--- src/rtl/router_pkg.sv ---
// Constants shared by the 1x3 router blocks (FSM, synchronizer, register, FIFO).
package router_pkg;

  localparam int ROUTER_DATA_W     = 8;
  localparam int ROUTER_FIFO_DEPTH = 16;

  // Header byte layout: {payload_len, dest_addr}
  localparam int HDR_LEN_MSB  = 7;
  localparam int HDR_LEN_LSB  = 2;
  localparam int HDR_ADDR_MSB = 1;
  localparam int HDR_ADDR_LSB = 0;

endpackage : router_pkg

--- src/rtl/router_fifo.sv ---
// Per-destination packet FIFO of the 1x3 router. Each entry carries a header tag
// bit alongside the byte; a packet-length counter on the read side flags the
// trailing parity byte via pkt_last.
module router_fifo
  import router_pkg::*;
#(
  parameter int DATA_W = ROUTER_DATA_W,
  parameter int DEPTH  = ROUTER_FIFO_DEPTH,
  parameter int ADDR_W = 4
) (
  input  logic              clock,
  input  logic              reset,
  input  logic              soft_reset,
  input  logic              write_enb,
  input  logic              lfd_state,
  input  logic [DATA_W-1:0] data_in,
  input  logic              read_enb,
  output logic [DATA_W-1:0] data_out,
  output logic              pkt_last,
  output logic              full,
  output logic              empty,
  output logic              wr_drop
);

  localparam int PTR_W = ADDR_W + 1;
  // Counter holds payload_len + 1 (header length field plus parity byte).
  localparam int LEN_W = DATA_W - HDR_LEN_LSB;
  localparam int CNT_W = LEN_W + 1;

  logic [DATA_W:0]   mem [DEPTH];
  logic [PTR_W-1:0]  wr_ptr;
  logic [PTR_W-1:0]  rd_ptr;
  logic [CNT_W-1:0]  count;
  logic              flush;
  logic              do_wr;
  logic              vld_p0;
  logic [DATA_W:0]   rd_entry_p0;

  // Number of bytes still to come after a header: payload bytes plus parity.
  function automatic logic [CNT_W-1:0] hdr_count(input logic [DATA_W-1:0] hdr);
    logic [LEN_W-1:0] len;
    len = hdr[DATA_W-1:HDR_LEN_LSB];
    return {1'b0, len} + CNT_W'(1);
  endfunction

  // Status flags come straight from the pre-edge pointers.
  assign full  = (wr_ptr[ADDR_W] != rd_ptr[ADDR_W]) &&
                 (wr_ptr[ADDR_W-1:0] == rd_ptr[ADDR_W-1:0]);
  assign empty = (wr_ptr == rd_ptr);

  assign flush       = reset || soft_reset;
  assign do_wr       = write_enb && !full;
  assign vld_p0      = read_enb && !empty;
  assign rd_entry_p0 = mem[rd_ptr[ADDR_W-1:0]];

  // Storage write; contents survive reset and flush, only the pointers move.
  always_ff @(posedge clock) begin
    if (do_wr && !flush) begin
      mem[wr_ptr[ADDR_W-1:0]] <= {lfd_state, data_in};
    end
  end

  // ---- stage boundary: asynchronous array read -> registered data_out ----
  // Pointers, read register, packet counter and drop flag.
  always_ff @(posedge clock) begin
    if (flush) begin
      wr_ptr   <= '0;
      rd_ptr   <= '0;
      count    <= '0;
      data_out <= '0;
      pkt_last <= 1'b0;
      wr_drop  <= 1'b0;
    end else begin
      wr_drop <= write_enb && full;
      if (do_wr) begin
        wr_ptr <= wr_ptr + PTR_W'(1);
      end
      if (vld_p0) begin
        rd_ptr   <= rd_ptr + PTR_W'(1);
        data_out <= rd_entry_p0[DATA_W-1:0];
        if (rd_entry_p0[DATA_W]) begin
          // A header always reloads; an unfinished previous packet is truncated.
          count    <= hdr_count(rd_entry_p0[DATA_W-1:0]);
          pkt_last <= 1'b0;
        end else if (count != '0) begin
          count    <= count - CNT_W'(1);
          pkt_last <= (count == CNT_W'(1));
        end else begin
          // Orphan byte outside any packet: pass data, no framing.
          pkt_last <= 1'b0;
        end
      end else begin
        pkt_last <= 1'b0;
      end
    end
  end

endmodule : router_fifo

--- config.mk ---
export PLATFORM = sky130hd
export DESIGN_NAME = router_fifo
export DESIGN_NICKNAME = d
export VERILOG_FILES = /design/src/rtl/router_pkg.sv /design/src/rtl/router_fifo.sv
export SDC_FILE = /design/constraint.sdc
export NUM_CORES = 1
export LEC_CHECK = 0
export CAP_MARGIN = 20
export CORE_UTILIZATION = 55
export DETAILED_ROUTE_END_ITERATION = 10
export PLACE_DENSITY = 0.73
export RECOVER_POWER = 25
export SLEW_MARGIN = 20
export SYNTH_ARGS = -nofsm -noshare
export SYNTH_HDL_FRONTEND = slang
export SYNTH_SLANG_ARGS = --single-unit
export TNS_END_PERCENT = 1
--- constraint.sdc ---
create_clock -name clock -period 3.7 [get_ports clock]
set_input_delay 0.74 -clock clock [delete_from_list [all_inputs] [get_ports clock]]
set_output_delay 0.74 -clock clock [all_outputs]
set_load 0.005 [all_outputs]
Word-level counts from Yosys, hierarchy flattened
Memories as Yosys holds them, arrays and structs flattened. A register that Yosys moved wholly into a read port is not among the register bits. Cells that the tools add are included.

$add $sub $neg: 4. Eq/ne operators: 4. Multiplexer cells: 6. Bitwise gates (word level): 2. Reductions and logical operators: 13.

Operators with widths (count): 7-bit two-way mux (2); 5-bit by 1-bit adder with 5-bit output (second input constant) (2); 4-bit two-way mux (2); 6-bit by 1-bit adder with 7-bit output (second input constant) (1); 7-bit by 1-bit equality test with 1-bit output (second input constant) (1); 7-bit nonzero test (1); 7-bit by 1-bit subtractor with 7-bit output (second input constant) (1); 5-bit equality test (1); 1-bit logical AND (5); 4-bit equality test (1); 4-bit OR reduction (1); 1-bit zero test (3); 1-bit two-way mux (2); 1-bit NOT (2); 2-bit AND reduction (1); 2-bit nonzero test (1); 1-bit logical OR (1); 1-bit inequality test (1).

Register bits: 27. Bits in writable memories: 144. Output and inout bits: 12. Word-level logic and storage cells: 36. Memories kept: 1.

Memories: mem (depth 16, width 9, rd ports 1, clocked after Yosys merged registers in 1, wr ports 1, line router_fifo.sv:30) `logic [DATA_W:0] mem [DEPTH];`.

Longest topological paths before layout
Gate-level depths: netlist of run 1.

Depth in word-level cells: 7. Mapped depth: 11. Mapped depth without buffers: 8.

Worst setup path after synthesis of run 1
OpenSTA, ideal clock, no wires.

Path kind: input port to flip-flop. Start point: input soft_reset. End point: memory mem[3][0] (netlist name), enable pin. Arrival time: 2004 ps. Required time: 3313 ps. Path slack: 1309 ps. Stages on the path: 4. Buffers on the path: 0. Cell sequence: nor2_1 > and3_1 > nand2_1 > nor3_1.

Cells in the longest elaborated chain, start to end: 5.

Ends and longest elaborated chain: start: declaration (line router_fifo.sv:13) `input logic soft_reset,`; 1-bit logical OR (line router_fifo.sv:51) `assign flush = reset || soft_reset;`; 1-bit zero test (line router_fifo.sv:58) `if (do_wr && !flush) begin`; 1-bit logical AND (line router_fifo.sv:58); 1-bit two-way mux (line router_fifo.sv:58); 1-bit two-way mux (not written as such) (line router_fifo.sv:59) `mem[wr_ptr[ADDR_W-1:0]] <= {lfd_state, data_in};`; end: declaration (line router_fifo.sv:30).

Every way passes these cells.

Worst setup path after layout of run 1
Start point: register wr_ptr[3]. End point: output full.

Cells in the longest elaborated chain, start to end: 2.

Ends and longest elaborated chain: start: declaration (line router_fifo.sv:31) `logic [PTR_W-1:0] wr_ptr;`; start signal: assignment (line router_fifo.sv:76) `wr_ptr <= wr_ptr + PTR_W'(1);`; 4-bit equality test (line router_fifo.sv:48) `(wr_ptr[ADDR_W-1:0] == rd_ptr[ADDR_W-1:0]);`; 1-bit logical AND (line router_fifo.sv:47) `assign full = (wr_ptr[ADDR_W] != rd_ptr[ADDR_W]) &&`; end: declaration (line router_fifo.sv:20) `output logic full,`.

Every way passes these cells.

==> results of run 1 <==
-- worst min path at each step --
stage / to / start / cells after the start / slack, ps
3_3_place_gp: data_out[1] / data_out[1] / 2 / 440
4_1_cts: data_out[5] / data_out[5] / 2 / 450
3_5_place_dp: data_out[5] / data_out[5] / 2 / 450
2_1_floorplan: count[4] / count[4] / 2 / 450
5_1_grt: data_out[5] / data_out[5] / 2 / 470
6_report: data_out[5] / data_out[5] / 2 / 450
-- metal layers --
| metal | wire [um] | up-vias | track usage | share of wire |
|---|---|---|---|---|
| met5 | 0 | - | 0 | 0 |
| met4 | 258 | 0 | 0.0866 | 0.018 |
| met2 | 6950 | 136 | 0.369 | 0.48 |
| met3 | 941 | 23 | 0.0606 | 0.065 |
| li1 | - | 1742 | - | - |
| met1 | 6250 | 1974 | 0.336 | 0.43 |
-- sequential cells by signal, indices dropped and copies added (netlist names), named ones only --
register / flops
mem: 144
count: 7
pkt_last: 1
wr_ptr: 5
wr_drop: 1
rd_ptr: 5
data_out: 8
-- power by group --
| group | switching (mW) | internal, mW |
|---|---|---|
| clock | 0.712 | 1.13 |
| combinational | 0.0736 | 0.0510 |
| sequential | 0.00464 | 2.14 |
| total | 0.791 | 3.32 |
-- kinds of logic (layout without fill, tap and decap cells) --
family | after synthesis | after routing | share of synthesized area
muxes | 45 | 45 | 0.137
AOI/OAI and AO/OA | 32 | 32 | 0.0277
adders and majority gates | 9 | 9 | 0.0160
and+or+nand+nor | 121 | 121 | 0.0773
xor gates and xnor gates | 17 | 17 | 0.0211
DFF | 175 | 175 | 0.701
buffers and inverters | 27 | 88 | 0.0204
-- layout by cell type, fill, tap and decap left out, types with 5 or more instances in the layout --
cell / n
inv_1: 6
edfxtp_1: 144
mux4_2: 32
a22oi_1: 5
mux2i_1: 5
dfxtp_1: 30
nor3_1: 8
xor2_1: 12
a21oi_1: 14
nand3_1: 17
buf_4: 25
clkdlybuf4s50_1: 19
clkbuf_1: 5
mux4_1: 7
nor2_1: 33
nand2_1: 42
ha_1: 9
dlygate4sd3_1: 6
o21ai_0: 5
clkbuf_16: 17
xnor2_1: 5
-- final cells by class --
cell class | count | share of cell area
clock buffer | 22 | 0.0542
multi-input combinational | 224 | 0.240
timing repair buffer | 50 | 0.0534
sequential | 175 | 0.604
tap | 172 | 0.0263
inverter | 6 | 0.00275
clock inverter | 10 | 0.0195
-- critical path: stages (launching register included) --
cell,delay (ps)
dfxtp_1,540
xor2_1,120
nor4_1,360
nand2b_1,140
inv_1,80
clkdlybuf4s50_1,490
==> impl_metrics.ini, run 1 <==
[final_layout]
seq_area_mm2 = 0.00495
final_area_mm2 = 0.00819
fillCellCount = 877
multi_input_area_mm2 = 0.00197
fin_nets = 497
n_antenna_cell = 0
areaGrowthSynthToFinish_pct = 16.1
finish.utilization = 0.652
fin_cells = 659
drive_above_1_share = 0.181

[cts]
post_cts_resized = 0
holdBufCountCts = 0
cts-root-buf = clkbuf_16
cts_tree = built
htree_levels = 4
cts_buffer_depth = 2
cts.clk_slew.worst_paths_ps = 60
cts_sinks = 175
cts_buffers = 17
post_cts_buffers = 0
clock_latency_ps = 430

[placed_design]
dpl.cell_count = 627
place_area_mm2 = 0.00759
hpwlAfterDp_mm = 8.71
io_buffers = 25
place_ws_ps = 995
gp_congestion = 0.848

[synthesis]
synth-edff-count = 144
yosys_warnings = 0
syn_area_mm2 = 0.00706
syn_inst = 426
synth_seq_cells = 175
synth.net_count = 449
synthTopCellsByCount = edfxtp_1 (144), nand2_1 (42), nor2_1 (33)
yosys.area.top_type = edfxtp_1
yosys.cell_count.top_type = edfxtp_1
ys_types = 43
syn_area_per_cell_um2 = 16.6
synthTopCellsByArea = edfxtp_1 (61%), mux4_2 (10%), dfxtp_1 (8.8%)
yosysTopAreaCellShare = 0.613
synth-main-ff-cell = edfxtp_1
ys_seq_area_frac = 0.701
async_flop_share = 0

[sta]
rsz0062_at_grt = false
whs_ps = 453
tightestPinTransition_ps = 793
fin_crit_sh = 0.784
setup_violations = 0
slew_viol_final = 0
final_hold_viol_count = 0
fin_tns_setup_ps = 0
max_freq_mhz = 345
finClkSkew_ps = 8.38
setup_ws_ps = 797
slew_headroom = 0.470
layout_min_cycle_time_ps = 2900

[worst_setup_path]
ff2ff_setup_slack_ps = 930
crit_start = wr_ptr[3]
worstReg2RegEnd = count[2]
critPathRequiredTime_ps = 2960
worstPathMaxFanout = 10
critical_path_class = flip-flop to primary output
cp-end-kind = primary output
start_kind = flip-flop
r2r_cells = 9
arrival_ps = 2160
cp-endpoint = full

[floorplanning]
die_h_um = 115
rows = 41
core_area_mm2 = 0.0126
ios = 26
die-area_mm2 = 0.0133
start_util = 0.561
die_w_um = 115

[power_and_ir_drop]
power_mw = 4.11
p_leak_nw = 2.67
power_density_mw_per_mm2 = 501
vdd_ir_drop_max_mv = 0.331

[global_routing]
antenna_found_initial = 0
grt_pass1_vias = 3674
grt-ovfl-total = 0
grt_util_all_layers = 0.240
grt_pass1_wl_mm = 21.8
grt_max_degree = 26

[run_status]
status = finished clean

[drt]
routed_wirelength_mm = 14.4
drtPass1Iterations = 5
drtAntennaViolNets = 0
viasPerCell = 5.88
drc = 0
vias = 3875
wire_per_inst_um = 21.8
drt_iter0_markers = 405

[hold_path]
hp-class = flip-flop to flip-flop

[run]
maxCapViolations = 0
Note: power is estimated with default switching activity, not from simulation.
==> run 2: changes to the inputs <==
- clock period: 3.7 -> 2.7 ns (I/O delays scaled with it)
==> run 2 against run 1 <==
Sequential power is 37% higher. Register-to-register slack lost 780 ps. Core utilization fell by 0.23 points. Critical path depth grew 3. Clock skew decreased by 2.2 ps. Flip-flop and latch count is the same. Combinational power rose by 38%. Clock power up 14%. Critical path type is now flip-flop to flip-flop. Critical endpoint is now count[1].
==> impl_metrics.ini, run 2 (synthesized netlist as in run 1, its figures left out) <==
[final_layout]
drive_above_1_share = 0.191
n_antenna_cell = 0
areaGrowthSynthToFinish_pct = 15.7
fillCellCount = 889
fin_nets = 501
fin_cells = 663
final_common_cell = edfxtp_1
largest_reg_flops = 144
final_cell_mix = edfxtp_1 (144), nand2_1 (42), nor2_1 (33), mux4_2 (32)

[hold_path]
hold_depth = 2
hp-class = flip-flop to flip-flop

[cts]
cts_tree = built
cts_sinks = 175
cts.clk_slew.worst_paths_ps = 60
clock_latency_ps = 420
cts_buffers = 17
post_cts_buffers = 0
htree_levels = 4
cts_buffer_depth = 2
cts-root-buf = clkbuf_16

[run_status]
status = finished clean

[drt]
drt_iter0_markers = 451
drtAntennaViolNets = 0
drtPass1Iterations = 5
drc = 0
routed_wirelength_mm = 14.5
wire_per_inst_um = 21.8
vias = 3904
viasPerCell = 5.89

[power_and_ir_drop]
power_mw = 5.21
vdd_ir_drop_max_mv = 0.491
power_density_mw_per_mm2 = 638
p_leak_nw = 2.65

[global_routing]
grt_util_all_layers = 0.241
grt_max_degree = 34
grt_pass1_vias = 3773
antenna_found_initial = 0
grt_pass1_wl_mm = 21.7
grt-ovfl-total = 0

[floorplanning]
rows = 41
die-area_mm2 = 0.0133
core_area_mm2 = 0.0126
die_h_um = 115
die_w_um = 115
start_util = 0.561
ios = 26

[sta]
fin_tns_setup_ps = 0
max_freq_mhz = 393
fin_crit_sh = 0.943
slew_viol_final = 0
final_hold_viol_count = 0
tightestPinTransition_ps = 817
layout_min_cycle_time_ps = 2550
rsz0062_at_grt = false
setup_ws_ps = 153
finClkSkew_ps = 6.19
slew_headroom = 0.444
setup_violations = 0

[worst_setup_path]
critPathRequiredTime_ps = 3000
worstPathMaxFanout = 14
r2r_cells = 8
arrival_ps = 2850
start_kind = flip-flop
critical_path_class = flip-flop to flip-flop
cp-end-kind = flip-flop

[placed_design]
io_buffers = 25
gp_congestion = 0.873
hpwlAfterDp_mm = 9.04
dpl.cell_count = 631
place_ws_ps = 162

[run]
maxCapViolations = 0
[run 2: repair_timing]
item                       4_1_cts  5_1_grt
setup endpoints to repair        1        2
hold buffers                     0        0
resized for setup                1        3
[run 2: layer usage]
layer | vias to the layer above | track usage | routed length, um
li1 | 1751 | - | -
met1 | 1949 | 0.320 | 5960
met2 | 178 | 0.373 | 7030
met3 | 26 | 0.0532 | 1030
met4 | 0 | 0.134 | 435
met5 | - | 0 | 0
[run 2: worst paths after layout]
check              start           to  slack (ps)
max            flip-flop     count[1]         150
min          data_out[4]  data_out[4]         460
max reg2reg    flip-flop     count[1]         150
min reg2reg  data_out[4]  data_out[4]         460
[run 2: cell type report]
cell class                 instances  area (um^2)  share of cell area
clock inverter                    14         77.6             0.00950
sequential                       175         4950               0.606
clock buffer                      18          429              0.0526
tap                              172          215              0.0264
timing repair buffer              54          493              0.0604
multi-input combinational        224         1980               0.242
inverter                           6         22.5             0.00276
[run 2: worst max-delay path, cell delays in order (launching register included)]
cell and delay [ps]:
dfxtp_2 530, buf_12 220, mux4_2 510, a22oi_1 200
nand3_1 190, ha_1 310, mux2_2 270, o22ai_1 130
nor2_1 60
[run 2: where the power goes]
part / leakage (nW) / total (mW) / switching (mW) / internal [mW]
combinational: 0.860 / 0.172 / 0.0982 / 0.0737
clock: 0.242 / 2.10 / 0.950 / 1.15
sequential: 1.55 / 2.94 / 0.00819 / 2.93
total: 2.65 / 5.21 / 1.06 / 4.15
[run 2: metrics by stage]
stage / area [um^2] / utilization / hold slack [ps]
2_1_floorplan: 7060 / - / 450
3_3_place_gp: 7640 / 0.608 / 445
3_5_place_dp: 7650 / 0.609 / 448
4_1_cts: 8160 / 0.649 / 457
5_1_grt: 8170 / 0.650 / 474
6_report: 8170 / 0.650 / 456
==> run 3: changes to the inputs <==
- SLEW_MARGIN: 20 -> 25
==> results of run 3 <==
Same layout as run 2: the final DEF is identical, and so are final timing and power.
